==> src/rtl/seq_alu.sv <==
// rtl/seq_alu.sv - handshaked sequential ALU with iterative shift-add multiply and restoring divide.
// Optional macro SEQ_ALU_EARLY_TERM_EN: multiply stops once the remaining multiplier bits are zero.
module seq_alu #(
  parameter int WIDTH = 16,
  parameter int SHW   = $clog2(WIDTH)
) (
  input  logic               clk,
  input  logic               rst_n,
  input  logic               in_valid,
  output logic               in_ready,
  input  logic [WIDTH-1:0]   a,
  input  logic [WIDTH-1:0]   b,
  input  logic [3:0]         opcode,
  output logic               out_valid,
  input  logic               out_ready,
  output logic [2*WIDTH-1:0] result,
  output logic [3:0]         flags
);

  localparam logic [3:0] OP_ADD = 4'd0,  OP_SUB  = 4'd1,  OP_MUL  = 4'd2,  OP_DIV  = 4'd3;
  localparam logic [3:0] OP_AND = 4'd4,  OP_OR   = 4'd5,  OP_XOR  = 4'd6,  OP_NOT  = 4'd7;
  localparam logic [3:0] OP_SHL = 4'd8,  OP_SHR  = 4'd9,  OP_SRA  = 4'd10, OP_ROL  = 4'd11;
  localparam logic [3:0] OP_SLTU = 4'd12, OP_SLT = 4'd13, OP_MAXU = 4'd14, OP_PASS = 4'd15;
  localparam logic [SHW:0] CNT_LAST = (SHW+1)'(WIDTH);

  typedef enum logic [1:0] {S_IDLE, S_BUSY, S_DONE} state_t;

  state_t               state_q, state_d;
  logic [3:0]           op_q, op_d;
  logic [WIDTH-1:0]     b_q, b_d;
  logic [2*WIDTH-1:0]   acc_q, acc_d;
  logic [2*WIDTH-1:0]   mc_q, mc_d;
  logic [WIDTH-1:0]     mp_q, mp_d;
  logic [SHW:0]         cnt_q, cnt_d;
  logic [2*WIDTH-1:0]   result_q, result_d;
  logic [3:0]           flags_q, flags_d;

  logic [SHW-1:0]       sh;
  logic [WIDTH:0]       sum;
  logic [WIDTH-1:0]     diff;
  logic [2*WIDTH-1:0]   rot;
  logic [2*WIDTH-1:0]   imm_res;
  logic                 imm_carry, imm_ovf, imm_dbz;
  logic [WIDTH:0]       div_sh;
  logic                 div_ge;
  logic [WIDTH-1:0]     div_rem;
  logic [2*WIDTH-1:0]   fin_res;
  logic                 finish;

  assign in_ready  = (state_q == S_IDLE);
  assign out_valid = (state_q == S_DONE);
  assign result    = result_q;
  assign flags     = flags_q;

  // Single-cycle datapath, evaluated straight from the input operands at accept.
  always_comb begin
    sh        = b[SHW-1:0];
    sum       = {1'b0, a} + {1'b0, b};
    diff      = a - b;
    rot       = {a, a} << sh;
    imm_res   = '0;
    imm_carry = 1'b0;
    imm_ovf   = 1'b0;
    imm_dbz   = 1'b0;
    case (opcode)
      OP_ADD: begin
        imm_res[WIDTH:0] = sum;
        imm_carry        = sum[WIDTH];
        imm_ovf          = (a[WIDTH-1] == b[WIDTH-1]) && (sum[WIDTH-1] != a[WIDTH-1]);
      end
      OP_SUB: begin
        imm_res[WIDTH-1:0] = diff;
        imm_carry          = (a < b);
        imm_ovf            = (a[WIDTH-1] != b[WIDTH-1]) && (diff[WIDTH-1] != a[WIDTH-1]);
      end
      OP_DIV: begin
        imm_res = {a, {WIDTH{1'b1}}};
        imm_dbz = 1'b1;
      end
      OP_AND:  imm_res[WIDTH-1:0] = a & b;
      OP_OR:   imm_res[WIDTH-1:0] = a | b;
      OP_XOR:  imm_res[WIDTH-1:0] = a ^ b;
      OP_NOT:  imm_res[WIDTH-1:0] = ~a;
      OP_SHL:  imm_res[WIDTH-1:0] = a << sh;
      OP_SHR:  imm_res[WIDTH-1:0] = a >> sh;
      OP_SRA:  imm_res[WIDTH-1:0] = $signed(a) >>> sh;
      OP_ROL:  imm_res[WIDTH-1:0] = rot[2*WIDTH-1:WIDTH];
      OP_SLTU: imm_res[0] = (a < b);
      OP_SLT:  imm_res[0] = ($signed(a) < $signed(b));
      OP_MAXU: imm_res[WIDTH-1:0] = (a > b) ? a : b;
      OP_PASS: imm_res[WIDTH-1:0] = a;
      default: imm_res = '0;
    endcase
  end

  always_comb begin
    div_sh  = {acc_q[WIDTH-1:0], mp_q[WIDTH-1]};
    div_ge  = (div_sh >= {1'b0, b_q});
    div_rem = div_sh[WIDTH-1:0] - b_q;
    fin_res = (op_q == OP_MUL) ? acc_q : {acc_q[WIDTH-1:0], mp_q};
`ifdef SEQ_ALU_EARLY_TERM_EN
    finish  = (op_q == OP_MUL) ? (mp_q == '0) : (cnt_q == CNT_LAST);
`else
    finish  = (cnt_q == CNT_LAST);
`endif
  end

  always_comb begin
    state_d  = state_q;
    op_d     = op_q;
    b_d      = b_q;
    acc_d    = acc_q;
    mc_d     = mc_q;
    mp_d     = mp_q;
    cnt_d    = cnt_q;
    result_d = result_q;
    flags_d  = flags_q;
    case (state_q)
      S_IDLE: begin
        if (in_valid) begin
          op_d  = opcode;
          b_d   = b;
          acc_d = '0;
          mc_d  = {{WIDTH{1'b0}}, a};
          mp_d  = (opcode == OP_DIV) ? a : b;
          cnt_d = '0;
`ifdef SEQ_ALU_EARLY_TERM_EN
          if ((opcode == OP_MUL && b != '0) || (opcode == OP_DIV && b != '0)) begin
`else
          if (opcode == OP_MUL || (opcode == OP_DIV && b != '0)) begin
`endif
            state_d = S_BUSY;
          end else begin
            // Only reachable for MUL here when early termination skips a zero multiplier.
            state_d  = S_DONE;
            result_d = (opcode == OP_MUL) ? '0 : imm_res;
            flags_d  = (opcode == OP_MUL) ? 4'b0001
                     : {imm_dbz, imm_ovf, imm_carry, (imm_res == '0)};
          end
        end
      end
      S_BUSY: begin
        if (finish) begin
          state_d  = S_DONE;
          result_d = fin_res;
          flags_d  = {3'b000, (fin_res == '0)};
        end else begin
          cnt_d = cnt_q + 1'b1;
          if (op_q == OP_MUL) begin
            if (mp_q[0]) acc_d = acc_q + mc_q;
            mc_d = mc_q << 1;
            mp_d = mp_q >> 1;
          end else begin
            acc_d = {{WIDTH{1'b0}}, (div_ge ? div_rem : div_sh[WIDTH-1:0])};
            mp_d  = {mp_q[WIDTH-2:0], div_ge};
          end
        end
      end
      S_DONE: begin
        if (out_ready) state_d = S_IDLE;
      end
      default: state_d = S_IDLE;
    endcase
  end

  always_ff @(posedge clk or negedge rst_n) begin
    if (!rst_n) begin
      state_q  <= S_IDLE;
      op_q     <= '0;
      b_q      <= '0;
      acc_q    <= '0;
      mc_q     <= '0;
      mp_q     <= '0;
      cnt_q    <= '0;
      result_q <= '0;
      flags_q  <= '0;
    end else begin
      state_q  <= state_d;
      op_q     <= op_d;
      b_q      <= b_d;
      acc_q    <= acc_d;
      mc_q     <= mc_d;
      mp_q     <= mp_d;
      cnt_q    <= cnt_d;
      result_q <= result_d;
      flags_q  <= flags_d;
    end
  end

endmodule

==> config.mk <==
export PLATFORM = sky130hd
export DESIGN_NAME = seq_alu
export DESIGN_NICKNAME = d
export VERILOG_FILES = /design/src/rtl/seq_alu.sv
export SDC_FILE = /design/constraint.sdc
export NUM_CORES = 1
export LEC_CHECK = 0
export ABC_AREA = 1
export CORE_ASPECT_RATIO = 1.5
export CORE_MARGIN = 3
export CORE_UTILIZATION = 50
export CTS_BUF_LIST = sky130_fd_sc_hd__clkbuf_16
export DETAILED_ROUTE_END_ITERATION = 8
export PLACE_DENSITY = 0.68
export SLEW_MARGIN = 40
export SYNTH_ARGS = -nofsm -noshare
export SYNTH_HDL_FRONTEND = slang
export SYNTH_SLANG_ARGS = --single-unit
==> constraint.sdc <==
create_clock -name clk -period 2.94 [get_ports clk]
set_input_delay 0.441 -clock clk [delete_from_list [all_inputs] [get_ports clk]]
set_output_delay 0.441 -clock clk [all_outputs]
set_load 0.05 [all_outputs]
* Yosys cells after proc, flatten, opt, wreduce, memory -nomap -nowiden
Cells that the tools add are included.
Storage, ports and cells: bits in registers 143, bits of input ports 40
Cells by class: add/subtract/negate cells 5, $lt $le $gt $ge 4, equality and inequality tests 30, shift operators 4, mux-type cells 42, bitwise logic cells 4, reductions and logical operators 16
Operators by type and width (number):
- $mux W32 | 12
- $pmux W15 S13 | 1
- $pmux W32 S2 | 3
- $mux W16 | 6
- $logic_not A32 Y1 | 2
- $add A32 B32 Y32 | 1
- $eq A4 B4 Y1 const B | 8
- $lt A16 B16 Y1 | 2
- $pmux W16 S2 | 1
- $shl A32 B4 Y32 | 1
- $sub A16 B16 Y16 | 2
- $add A16 B16 Y17 | 1
- $ge A17 B16 Y1 | 1
- $and A16 B16 Y16 | 1
- $eq A4 B3 Y1 const B | 4
- $gt A16 B16 Y1 | 1
- $mux W4 | 4
- $not A16 Y16 | 1
- $or A16 B16 Y16 | 1
- $reduce_bool A16 Y1 | 1
- $shl A16 B4 Y16 | 1
- $shr A16 B4 Y16 | 1
- $sshr A16 B4 Y16 | 1
- $xor A16 B16 Y16 | 1
- other kinds (28) | 47

* Longest topological paths before layout
Gate-level depths: netlist (run 1).
word-level depth 8, gate-level depth with buffers 22

* Least setup slack after synthesis (run 1)
No wires, ideal clock.
path kind input-to-reg, start point input b[3], end point register flags_q[0] (netlist: flags[0]), library setup time 0.077 ns, arrival 2.848 ns, path slack 0.014 ns, stages on the path 19, buffers on the path 4, cells stage by stage inv_1 clkbuf_1 clkbuf_1 ha_1 buf_6 nor2_8 nand2_2 nand2_2 nand2_2 nand2_1 nand2_2 nand2_4 nand2_8 buf_12 o211ai_1 nand4_1 nor2_1 nand4_1 a21oi_1
Between the ends: longest elaborated chain between the ends 8, elaborated cells on any way between the ends 26, those cells by class add/sub: 2; order compare: 3; eq/ne: 1; shift: 4; mux: 8; bitwise: 3; reduce/logical: 5
RTL lines:
- start: declaration | RTL line 12 | input logic [WIDTH-1:0] b,
- $gt A16 B16 Y1 | RTL line 90 | OP_MAXU: imm_res[WIDTH-1:0] = (a > b) ? a : b;
- $mux W16 | RTL line 90
- $pmux W1 S15 / $pmux W15 S13 (equally long branches) | RTL line 65 | case (opcode)
- $logic_not A32 Y1 | RTL line 138 | : {imm_dbz, imm_ovf, imm_carry, (imm_res == '0)};
- $mux W4 | RTL line 137 | flags_d = (opcode == OP_MUL) ? 4'b0001
- $mux W4 | RTL line 130 | if (opcode == OP_MUL || (opcode == OP_DIV && b != '0)) begin
- $mux W4 | RTL line 120 | if (in_valid) begin
- $pmux W4 S2 | RTL line 118 | case (state_q)
- end signal: assignment | RTL line 186 | flags_q <= flags_d;
- end: declaration | RTL line 36 | logic [3:0] flags_q, flags_d;
Several ways; a longest one is shown, not always the timed one. The select of a mux whose other input is x is not followed. A chain may end at the register's enable or synchronous reset.

* Final worst setup path (run 1)
start point input b[1], end point register flags_q[0] (netlist: flags[0])
The elaborated chain is that of the path after synthesis.

==> results of run 1 <==
==> per-stage QoR <==
stage / area, um^2 / util, % / setup slack (ns) / cells / setup TNS, ns
after CTS: 19000 / 65.8 / 0.00478 / 3156 / 0
after global routing: 19100 / 66.2 / -0.145 / 3161 / -0.186
after detailed placement: 18400 / 63.6 / -0.720 / 3122 / -8.72
after global placement: 18400 / 63.6 / -0.672 / 3122 / -8.04
after floorplan: 14700 / - / 0.0144 / 2394 / 0
final: 19100 / 66.2 / -0.0934 / 3164 / -0.0934
==> routing by layer <==
metal | vias to the layer above | share of wire [%] | GRT usage [%]
li1 | 8681 | - | -
met3 | 661 | 9.6 | 16.4
met5 | - | 0.073 | 1.56
met2 | 1339 | 46 | 79.8
met1 | 8901 | 30 | 46.6
met4 | 2 | 15 | 53.1
==> power by group through the flow <==
| stage | clock, mW | sequential (mW) | combinational (mW) |
|---|---|---|---|
| after CTS | 2.10 | 3.07 | 6.52 |
| after global routing | 2.18 | 3.15 | 7.27 |
| after floorplan | 0 | 3.53 | 3.35 |
| final | 2.10 | 3.11 | 6.79 |
| after detailed placement | 0 | 3.09 | 6.47 |
| after global placement | 0 | 3.09 | 6.36 |
==> final cells by class <==
type / count / area share [%]
antenna: 7 / 0.0915
clock buffer: 17 / 2.22
clock inverter: 15 / 0.752
inverter: 237 / 4.68
multi-input combinational: 1914 / 51.7
sequential: 143 / 18.7
tap: 390 / 2.55
timing repair buffer: 441 / 19.3
==> synth_stat cells, types with 10 or more instances <==
master	count	area share [%]
nand2_1	681	17
nor2_1	288	7.3
nand3_1	237	8.0
inv_1	217	5.5
a21oi_1	184	6.2
o21ai_0	158	5.4
dfrtp_1	143	24
ha_1	98	8.3
a31oi_1	54	2.3
clkbuf_1	38	0.97
buf_2	36	1.2
o22ai_1	25	1.1
nand4_1	24	1.0
o21bai_1	21	1.1
xor2_1	17	1.0
inv_2	16	0.41
nor3_1	14	0.48
nand2_2	13	0.55
buf_1	10	0.25
==> worst max-delay path, stage by stage <==
cell and delay, ns:
clkdlybuf4s50_1 0.47, buf_4 0.32, buf_4 0.29, nor2_4 0.07, nand2_1 0.13, nor2_1 0.06
nor2_1 0.09, nand2_1 0.07, nor2_1 0.37, nand2_1 0.10, nor2_1 0.26, nand2_1 0.10
nor2_1 0.14, nand3_1 0.09, nor2_1 0.12, nand4_1 0.09, a21oi_1 0.15
==> flip-flops by register name (all words and copies together), names as in the netlist <==
| name | count |
|---|---|
| acc_q | 32 |
| b_q | 16 |
| cnt_q | 5 |
| flags | 4 |
| mc_q | 32 |
| mp_q | 16 |
| op_q | 4 |
| result | 32 |
| state_q | 2 |
==> logic make-up after synthesis <==
logic type,count (synthesis)
AND/OR/NAND/NOR,1298
AO/OA/AOI/OAI,491
adder cells (fa/ha/maj),102
flip-flops,143
buffers and inverters,337
XOR/XNOR,23
==> timing repair <==
item                                   in CTS  in global routing
endpoints found under the hold margin      46                  0
setup endpoints to repair                   4                 39
setup buffers                               1                  1
hold buffers                                1                  0
pin swaps                                   2                  2
resized for setup                          13                 32
==> worst max-delay path by stage <==
stage / slack, ns / end / depth (start not counted) / startpoint
final: -0.09 / flags[0] / 17 / b[1]
after global routing: -0.15 / flags[0] / 21 / a[0]
after detailed placement: -0.72 / result[16] / 14 / b[5]
after global placement: -0.67 / result[16] / 14 / b[5]
after floorplan: 0.01 / flags[0] / 19 / b[3]
after CTS: 0.005 / flags[0] / 20 / a[0]
==> flow_metrics.tcl, run 1 <==
set metrics [dict create \
    maxCapViolCount 0 \
    post_synth_adder_cell_area_pct 8.86 \
    power.switching_mw 6.09 \
    relSlewSlack_pct 49.6 \
    register_area_um2 3580 \
    compound_gate_portion_of_the_synthesized_area_pct 18.7 \
    p_sw_share_pct 50.7 \
    worst_r2r_startpoint "mp_q[15]" \
    post_synth_instance_area_um2 14700 \
    power.combinational.fraction_pct 56.6 \
    worst_hold_path.endpoint "b_q[14]" \
    primary_ff_master_synth "dfrtp_1" \
    top_achievable_clock_speed_mhz 330 \
    synth_top_family_by_area "simple AND/OR/NAND/NOR gates" \
    port_buffer_count 77 \
    critical_path_peak_fanout 20 \
    violations "design-rule violations, negative setup slack" \
    detailed_place_hpwl_um 62000 \
    cellInternalPower_mw 5.92 \
    final_net_count 2896 \
    final_period_minus_worst_setup_slack_ns 3.03 \
    ios 78 \
    synthCells 2394 \
    place.gp.congestion 1.22 \
    clk_path_buf_depth 2 \
    status "complete, but fails checks" \
    post_route_wl_um 78100 \
    p_total_mw 12.0 \
    rrSetupSlack_ns 0.09 \
    wire_length_of_the_first_global_routing_pass_um 118000 \
    layout_commonest_cell "nand2_1" \
    vias_in_the_first_global_route 19200 \
    asyncSetResetFlopFracSynth_pct 100 \
    largest_net_degree_at_the_start_of_global_routing 75 \
    cts.sinks 143 \
    cts.root.buffer_cell "clkbuf_16" \
    timing_hold_violations_final 0 \
    hp-start "b_q[14]" \
    rsz_0062_raised_after_global_routing "true" \
    detail_route.first_pass.iterations 9 \
    area_of_the_multi_input_gates_um2 9900 \
    fraction_of_synthesized_area_in_multiplexers_pct 0 \
    post_synth_edffs 0 \
    die_h_um 216 \
    area.growth.synth_to_final_pct 29.8 \
    layout_setup_ws_ns -0.0934 \
    synth-seq-cells 143 \
    syn-num-nets 2536 \
    hold_slack_ns 0.488 \
    wl_per_cell_um 24.7 \
    worstHoldPathType "reg -> reg" \
    post_synth_and_or_nand_nor_area_fraction_pct 37.2 \
    leakagePower_nw 9.85 \
    cts_inserted_buffers 17 \
    grt_antenna_before_repair 5 \
    final_cell_mix "nand2_1, buf_4, nor2_1" \
    dieArea_um2 31600 \
    clk-insertion-delay-late_ns 0.44 \
    timing.final.setup_violations 1 \
    dieWidth_um 146 \
    avgSynthCellArea_um2 6.16 \
    r2r_cells 14 \
    cp.arrival_ns 3.40 \
    ys.warnings.count 0 \
    antenna_violating_nets_post_route 0 \
    placementRows 76 \
    worst_setup_path_start_kind "primary input" \
    post_synth_num_cell_types 61 \
    ys_seq_area_share_pct 24.3 \
    post-route-period-util_pct 103 \
    effective_utilization_at_floorplan_pct 51.0 \
    min_delay_path_depth 2 \
    vdd_drop_max_mv 0.506 \
    p_seq_share_pct 25.9 \
    worst-endpoint-required_ns 3.30 \
    power.share.clock_pct 17.5 \
    detail_route.vias_per_cell 6.19 \
    finalClockSkew_ns 0.0133 \
    cts_tree "built" \
    ctsHtreeMaxLevel 4 \
    grt_util_all_layers_pct 49.3 \
    path_clk_slew_ns 0.07 \
    coreArea_um2 28900 \
    layout.filler_cells 2678 \
    drt_first_iter_violations 2381 \
    num_vias 19600 \
    final-max-slew-violation-count 0 \
    timing.rr.end "acc_q[14]" \
    drive_gt1_share_pct 17.6 \
    worstSetupEndpointType "flop" \
    worstSetupPathType "in -> reg" \
    worst_margin_slew_ns 0.753 \
    xor_xnor_portion_of_the_synthesized_cell_area_pct 1.37 \
    drc_errors 39 \
    global_route.overflow_total 0 \
    p_per_area_nw_per_um2 627 \
]
Note: power is estimated with default switching activity, not from simulation.
==> run 2, diff against run 1 <==
- SLEW_MARGIN: 40 -> 25
==> results of run 2 <==
Same layout as run 1: the final DEF is identical, and so are final timing and power.
